**config.mk**
```make
export PLATFORM = sky130hd
export DESIGN_NAME = cfa_grad_pipe
export DESIGN_NICKNAME = d
export VERILOG_FILES = /design/src/rtl/cfa_pkg.sv /design/src/rtl/cfa_absdiff.sv /design/src/rtl/cfa_grad_pipe.sv
export SDC_FILE = /design/constraint.sdc
export NUM_CORES = 1
export LEC_CHECK = 0
export BUFFER_PORTS_ARGS = -buffer_cell sky130_fd_sc_hd__buf_2
export CAP_MARGIN = 20
export CORE_ASPECT_RATIO = 0.6
export CORE_MARGIN = 2
export CORE_UTILIZATION = 45
export CTS_CLUSTER_SIZE = 40
export DETAILED_ROUTE_END_ITERATION = 7
export PLACE_DENSITY_LB_ADDON = 0.3
export SYNTH_ARGS = -nofsm -noshare
export SYNTH_HDL_FRONTEND = slang
export SYNTH_SLANG_ARGS = --single-unit
```
**constraint.sdc**
```tcl
create_clock -name clk -period 4.81 [get_ports clk]
set_input_delay 0.481 -clock clk [delete_from_list [all_inputs] [get_ports clk]]
set_output_delay 0.481 -clock clk [all_outputs]
set_load 0.01 [all_outputs]
```
**src/rtl/cfa_pkg.sv**
```systemverilog
// cfa_pkg: constants and helpers shared by the CFA gradient datapath.
//   GRAD_TAPS  - number of neighbour taps feeding one gradient
//   SH_W       - width of one per-tap shift field
//   CFG_LEGACY - shift_cfg value giving the classic 1,2,4,2,1 weighting
//   grad_ow()  - output width for a given pixel width: 5 taps x weight 8
//                needs log2(40) < 6 extra bits above PW
package cfa_pkg;

    localparam int GRAD_TAPS = 5;
    localparam int SH_W      = 2;
    localparam logic [GRAD_TAPS*SH_W-1:0] CFG_LEGACY = 10'h064;

    function automatic int grad_ow(input int pw);
        return pw + 6;
    endfunction

endpackage

```
**src/rtl/cfa_absdiff.sv**
```systemverilog
// cfa_absdiff: combinational unsigned absolute difference |a - b|.
//   a, b : PW-bit unsigned operands
//   y    : PW-bit magnitude
// The difference is formed one bit wider than the operands so the sign is
// explicit and the magnitude is exact over the full unsigned range.
module cfa_absdiff #(
    parameter int PW = 12
) (
    input  logic [PW-1:0] a,
    input  logic [PW-1:0] b,
    output logic [PW-1:0] y
);

    logic [PW:0] diff;

    assign diff = {1'b0, a} - {1'b0, b};
    // Negating a negative (PW+1)-bit value always fits in PW bits.
    assign y    = diff[PW] ? PW'(-diff) : PW'(diff);

endmodule

```
**src/rtl/cfa_grad_pipe.sv**
```systemverilog
// cfa_grad_pipe: 3-stage pipelined 5-tap weighted absolute-gradient engine.
//   grad_abs = sum_i (|mean - e_i| << sh_i),  sh_i = shift_cfg[2i-1:2i-2]
// Ports:
//   clk, rst              - clock, synchronous active-high reset
//   in_valid / in_ready   - input sample handshake
//   e1..e5, mean          - PW-bit unsigned pixels
//   shift_cfg             - five 2-bit tap shifts, captured with the sample
//   tag_in                - sideband returned unchanged as tag_out
//   out_valid / out_ready - result handshake
//   grad_abs              - OW-bit weighted gradient sum
//   tag_out               - tag belonging to the current result
//
// Handshake: a transfer happens on a rising edge where valid && ready.
// A producer holds valid and its data stable until the transfer; ready may
// depend on downstream ready but never on valid. While out_valid is high and
// out_ready is low, grad_abs and tag_out do not change.
module cfa_grad_pipe
    import cfa_pkg::*;
#(
    parameter int PW    = 12,
    parameter int TAG_W = 4,
    parameter int OW    = grad_ow(PW)
) (
    input  logic                      clk,
    input  logic                      rst,
    input  logic                      in_valid,
    output logic                      in_ready,
    input  logic [PW-1:0]             e1,
    input  logic [PW-1:0]             e2,
    input  logic [PW-1:0]             e3,
    input  logic [PW-1:0]             e4,
    input  logic [PW-1:0]             e5,
    input  logic [PW-1:0]             mean,
    input  logic [GRAD_TAPS*SH_W-1:0] shift_cfg,
    input  logic [TAG_W-1:0]          tag_in,
    output logic                      out_valid,
    input  logic                      out_ready,
    output logic [OW-1:0]             grad_abs,
    output logic [TAG_W-1:0]          tag_out
);

    // ---------------- stage occupancy and load enables ----------------
    logic v1, v2, v3;
    logic ld1, ld2, ld3;

    // A stage loads when it is empty or its contents move on this edge.
    // Chaining the enables back from out_ready compresses bubbles and lets
    // a full pipe accept and emit in the same cycle.
    assign ld3      = !v3 || out_ready;
    assign ld2      = !v2 || ld3;
    assign ld1      = !v1 || ld2;
    assign in_ready = ld1;
    assign out_valid = v3;

    // ---------------- S1: per-tap magnitudes ----------------
    logic [PW-1:0]   e_arr  [GRAD_TAPS];
    logic [PW-1:0]   mag    [GRAD_TAPS];
    logic [PW-1:0]   s1_mag [GRAD_TAPS];
    logic [SH_W-1:0] s1_sh  [GRAD_TAPS];
    logic [TAG_W-1:0] s1_tag;

    assign e_arr[0] = e1;
    assign e_arr[1] = e2;
    assign e_arr[2] = e3;
    assign e_arr[3] = e4;
    assign e_arr[4] = e5;

    for (genvar g = 0; g < GRAD_TAPS; g++) begin : g_tap
        cfa_absdiff #(.PW(PW)) u_absdiff (
            .a (mean),
            .b (e_arr[g]),
            .y (mag[g])
        );
    end

    always_ff @(posedge clk) begin
        if (rst) begin
            v1     <= 1'b0;
            s1_tag <= '0;
            for (int i = 0; i < GRAD_TAPS; i++) begin
                s1_mag[i] <= '0;
                s1_sh[i]  <= '0;
            end
        end else if (ld1) begin
            v1 <= in_valid;
            if (in_valid) begin
                s1_tag <= tag_in;
                for (int i = 0; i < GRAD_TAPS; i++) begin
                    s1_mag[i] <= mag[i];
                    s1_sh[i]  <= shift_cfg[i*SH_W +: SH_W];
                end
            end
        end
    end

    // ---------------- S2: weighting and partial sums ----------------
    logic [OW-1:0]    t [GRAD_TAPS];
    logic [OW-1:0]    p0, p1;
    logic [TAG_W-1:0] s2_tag;

    always_comb begin
        for (int i = 0; i < GRAD_TAPS; i++) begin
            t[i] = OW'(s1_mag[i]) << s1_sh[i];
        end
    end

    always_ff @(posedge clk) begin
        if (rst) begin
            v2     <= 1'b0;
            p0     <= '0;
            p1     <= '0;
            s2_tag <= '0;
        end else if (ld2) begin
            v2 <= v1;
            if (v1) begin
                p0     <= t[0] + t[1] + t[2];
                p1     <= t[3] + t[4];
                s2_tag <= s1_tag;
            end
        end
    end

    // ---------------- S3: final sum ----------------
    // OW leaves headroom for 5 x 8 x max magnitude, so no carry is lost.
    always_ff @(posedge clk) begin
        if (rst) begin
            v3       <= 1'b0;
            grad_abs <= '0;
            tag_out  <= '0;
        end else if (ld3) begin
            v3 <= v2;
            if (v2) begin
                grad_abs <= p0 + p1;
                tag_out  <= s2_tag;
            end
        end
    end

endmodule
```
; After elaboration in Yosys (flattened, before gate mapping)
; Memories as Yosys holds them, arrays and structs flattened.
; Cells that the tools add are included.
[word_totals]
regBits = 69
mem_bits_rw = 70
input_bits = 90
output_inout_bits = 24
word_cells = 70
n_memories = 2
[op_classes]
add_sub_neg = 14
shift = 5
muxes = 21
bitwise_logic = 10
reduce_logical = 9
[memory_table]
columns = memory, depth, width, read_ports, rd_ports_with_merged_regs, wr, line
row1 = s1_mag, 5, 12, 5, 0, 5, cfa_grad_pipe.sv:58  ; logic [PW-1:0] s1_mag [GRAD_TAPS];
row2 = s1_sh, 5, 2, 5, 0, 5, cfa_grad_pipe.sv:59  ; logic [SH_W-1:0] s1_sh [GRAD_TAPS];
[op_table]
columns = cell, n
row1 = $mux 12, 10
row2 = $shl 12x2->18, 5
row3 = $add 18x18->18, 4
row4 = $sub 12x12->13, 5
row5 = $neg 12->12, 5
row6 = $mux 2, 5
row7 = $or 1x1->1, 10
row8 = $mux 1, 6
row9 = $reduce_and 2->1, 3
row10 = $logic_not 1->1, 3
row11 = $logic_or 1x1->1, 3

; Longest topological paths before layout
[logic_depth]
depth_word = 8
mapped_depth = 15
ltp_nobuf = 14

; Modules after synthesis
; Synthesis repeated with hierarchy kept, for this count alone.
[unflattened]
hier_cells = 1482
area_unflattened_um2 = 13142.6
[modules_own_cells]
columns = module, instances, cells_per_inst, area_per_inst_um2, seq_area_each_um2
row1 = cfa_grad_pipe, 1, 864, 8718.4, 3423.3
row2 = cfa_absdiff (g_tap[0].u_absdiff ...), 3, 130, 914.6, 0.0
row3 = cfa_absdiff (g_tap[4].u_absdiff), 1, 119, 880.8, 0.0
row4 = cfa_absdiff (g_tap[1].u_absdiff), 1, 109, 799.5, 0.0

; Worst setup path before layout
; Ideal clock, no wire load.
[synth_timing]
kind = reg2reg
from = mem s1_sh[2][0], in the netlist s1_sh[0][4]
to = reg p0[15]
setup_time_ps = 86
arrival_time_ps = 3846
required_ps = 4724
setup_slack_ps = 879
path_stages_with_launch = 16
n_path_buf = 1
synth_period_minus_slack_ps = 3931
path_cell_list = edfxtp_1 -> clkbuf_1 -> mux2i_1 -> or2_2 -> fa_1 -> inv_1 -> ha_1 -> fa_1 -> a21oi_1 -> o21bai_1 -> a2111oi_0 -> o31ai_1 -> a21oi_1 -> o21ai_0 -> xor2_1 -> a211oi_1
[synth_rtl]
columns = item, line
row1 = start: declaration, cfa_grad_pipe.sv:59
row2 = end signal: assignment, cfa_grad_pipe.sv:116  ; p0 <= t[0] + t[1] + t[2];
row3 = end: declaration, cfa_grad_pipe.sv:98  ; logic [OW-1:0] p0, p1;

==> results.md <==
- Area Overhead vs Synth: 12.6%
- Gpl congestion: 0.914
- Post-synth EDFFs: 70
- CTS tree: yes
- Die X: 219 microns
- Layout Nets: 1754
- H-tree depth: 4
- HP Class: primary input to flip-flop
- Skew-Pair Late Insertion Delay: 0.44 ns
- Share of the synthesized area in the top cell type: 16.8%
- Type of the worst setup path: flip-flop to flip-flop
- Buffers on Ports: 113
- Largest family of logic cells by synthesized area: compound AO/OA/AOI/OAI gates
- Via count: 10900
- Min cycle time layout: 4.39 ns
- Worst R2R Setup Slack: 0.42 ns
- Clk pin slew, worst setup/hold paths: 0.06 ns
- Reg2Reg Depth: 13
- Lkg Pwr: 6.06 nW
- RR Endpoint: p0[15]
- Min-delay src: tag_in[1]
- Drt pass-1 iters: 5
- Post-Synthesis Cells: 1442
- Max transition margin: 37.9%
- XOR/XNOR Fraction of Synth Area: 5.93%
- GRT Resource Usage Total: 22.7%
- Die ar.: 29100 sq um
- Status: completed
- Hold path depth: 2
- Number of post-CTS setup repair buffers: 0
- Post-CTS Hold Buffers: 0
- Worst Path Arrival: 4.73 ns
- Post_cts resized: 0
- Final-report hold violation count: 0
- Sum of negative setup slack: 0 ns
- Initial Utilization: 45.6%
- Core area: 27400 sq um
- RSZ-0062 raised after global routing: false
- Highest routed layer: met4
- Crit path cell chain: or2_2, fa_1, inv_1, ha_1, fa_1, a21oi_1, o21bai_1, a2111oi_0, o31ai_1, a21oi_1, o21ai_0, xor2_1, a211oi_1
- N_diodes: 0
- Critical R2R Launch: s1_sh[0][5]
- Initial antenna violation count: 0
- CTS Buf Count: 17
- Yosys reg bits: 136
- First-pass GRT wire length: 52300 microns
- Slowest CP cell: a2111oi_0
- Sequential-to-total area share from yosys stat: 27.4%
- Fin crit share: 91.2%
- Ys Warns: 0
- Critical path endpoint category: flip-flop
- Adder-Cell Fraction of Synth Area: 14.7%
- Met1 wire length: 16000 microns
- Top cell types by occurrence after synthesis: 144 x a21oi_1, 125 x nand2_1, 110 x ha_1
- HPWL Detailed: 25100 microns
- Root buf cell: clkbuf_16
- Largest net degree at the start of global routing: 71
- Met2 Wirelength: 13700 microns
- Compound-Gate Fraction of Synth Area: 21.2%
- Clock Skews: 0.0138 ns
- Pre-CTS setup slack: 0.507 ns
- Post-Syn Area: 12500 sq um
- Max Slew Vio Count: 0
- Top post-synthesis cells by area: edfxtp_1 17%, ha_1 11%, dfxtp_1 11%
- Die extent in y: 133 microns
- Global route overflow: 0
- Synthesized Nets: 1665
- FP Rows: 47
- Clk buf depth: 2
- IO Pins: 114
- Syn Area/Cell: 8.66 sq um
- Post-route antenna net violation count: 0
- Synth Flop Type: edfxtp_1
- Most numerous cell in the Yosys netlist: a21oi_1
- Post-detailed-route via-to-cell ratio: 5.70
- DRC: 0
- DR iter-0 viols: 794
- VDD IR-drop max: 0.254 mV
- Nature of the critical path startpoint: flip-flop
- Final WS setup: 0.423 ns
- Async SR Flop Fraction: 0%
- Final Setup Violations: 0
- Share of cells above drive strength 1: 13.5%
- Leading area contributor after synthesis: edfxtp_1
- Post-Synth Simple-Gate Area: 17.7%
- Max-cap viol count: 0
- DR WL met3: 2130 microns
- Crit path max fanout: 18
- Worst Hold Path EP: s1_tag[1]
- Clk sink count: 136
- Multiplexer area fraction after synthesis: 8.09%
- Worst slew pin tran: 0.932 ns
- Cell Pwr Density: 345 nW/um^2
- Critical Path RT: 5.15 ns
- Fmax: 228 MHz
- Post-DR wirelength/cell: 16.8 microns
- Routed WL: 32200 microns
- Vias in the first global route: 10500
- Yosys cell types: 83
- Slowest cell delay on critical path: 0.69 ns
==> state kept, by name (all words and copies together), names as in the netlist <==
register / count
grad_abs: 18
out_valid: 1
p0: 17
p1: 16
s1_mag: 60
s1_sh: 10
s1_tag: 4
s2_tag: 4
tag_out: 4
v1: 1
v2: 1
==> worst max-delay path: cells and delay by family, from the launching register on <==
kind / cells / cell delay [ns]
buf+inv: 1 / 0.04
flops: 1 / 0.68
xor+xnor: 1 / 0.15
compound gates: 7 / 1.82
fa+ha+maj: 3 / 1.17
simple gates: 1 / 0.43
==> through the flow <==
stage	total power, W	std cells	instance area, sq um	util, %	hold WS, ns
after floorplan	0.00296	1442	12500	-	0.432
after global placement	0.00339	1876	13400	48.8	0.441
after detailed placement	0.00343	1877	13400	48.8	0.446
after CTS	0.00486	1909	14000	51.1	0.238
after global routing	0.00518	1911	14100	51.3	0.237
final	0.00485	1911	14100	51.3	0.256
==> where the power goes <==
part / switching (W) / internal (W)
sequential: 0.000122 / 0.00137
combinational: 0.00112 / 0.000834
clock: 0.000540 / 0.000871
total: 0.00178 / 0.00307
==> routing by layer <==
| metal | track usage [%] | vias up |
|---|---|---|
| li1 | - | 5441 |
| met4 | 4.92 | 0 |
| met3 | 6.00 | 24 |
| met2 | 34.4 | 243 |
| met1 | 32.3 | 5181 |
| met5 | 0 | - |
==> layout make-up <==
class                           count  area, sq um
Fill cell                        2626        13400
Timing Repair Buffer              125          696
Inverter                          109          409
Clock buffer                       18          429
Sequential cell                   136         3420
Tap cell                          367          459
Clock inverter                     14          196
Multi-Input combinational cell   1142         8440
==> placed cells by master (no fill, tap or decap), types with 25 or more instances in the layout <==
cell type / Yosys / final
a21oi_1: 144 / 144
nand3_1: 32 / 31
xor2_1: 35 / 35
inv_1: 108 / 107
buf_2: 1 / 113
a21o_1: 30 / 30
mux2i_1: 57 / 57
nor3_1: 25 / 25
o21ai_0: 66 / 66
nor2b_1: 29 / 29
dfxtp_1: 66 / 66
edfxtp_1: 70 / 70
ha_1: 110 / 110
xnor2_1: 47 / 47
nor2_1: 104 / 104
nand2_1: 125 / 125
==> worst max-delay path by stage <==
| stage | from | to | slack, ns | depth (start not counted) |
|---|---|---|---|---|
| global placement | s1_sh[0][5] | p0[15] | 0.76 | 13 |
| floorplan | s1_sh[0][4] | p0[15] | 0.88 | 15 |
| global route | s1_sh[0][5] | p0[15] | 0.17 | 13 |
| finish | s1_sh[0][5] | p0[15] | 0.42 | 13 |
| detailed placement | s1_sh[0][5] | p0[15] | 0.51 | 13 |
| CTS | s1_sh[0][5] | p0[15] | 0.51 | 13 |
==> logic make-up (layout without fill, tap and decap cells) <==
family	Yosys count	after routing
flops	136	136
compound gates	403	403
mux	79	79
simple gates	444	444
fa+ha+maj	133	133
buf+inv	164	266
xor+xnor	83	83
Power figures use the tool's default switching activity.
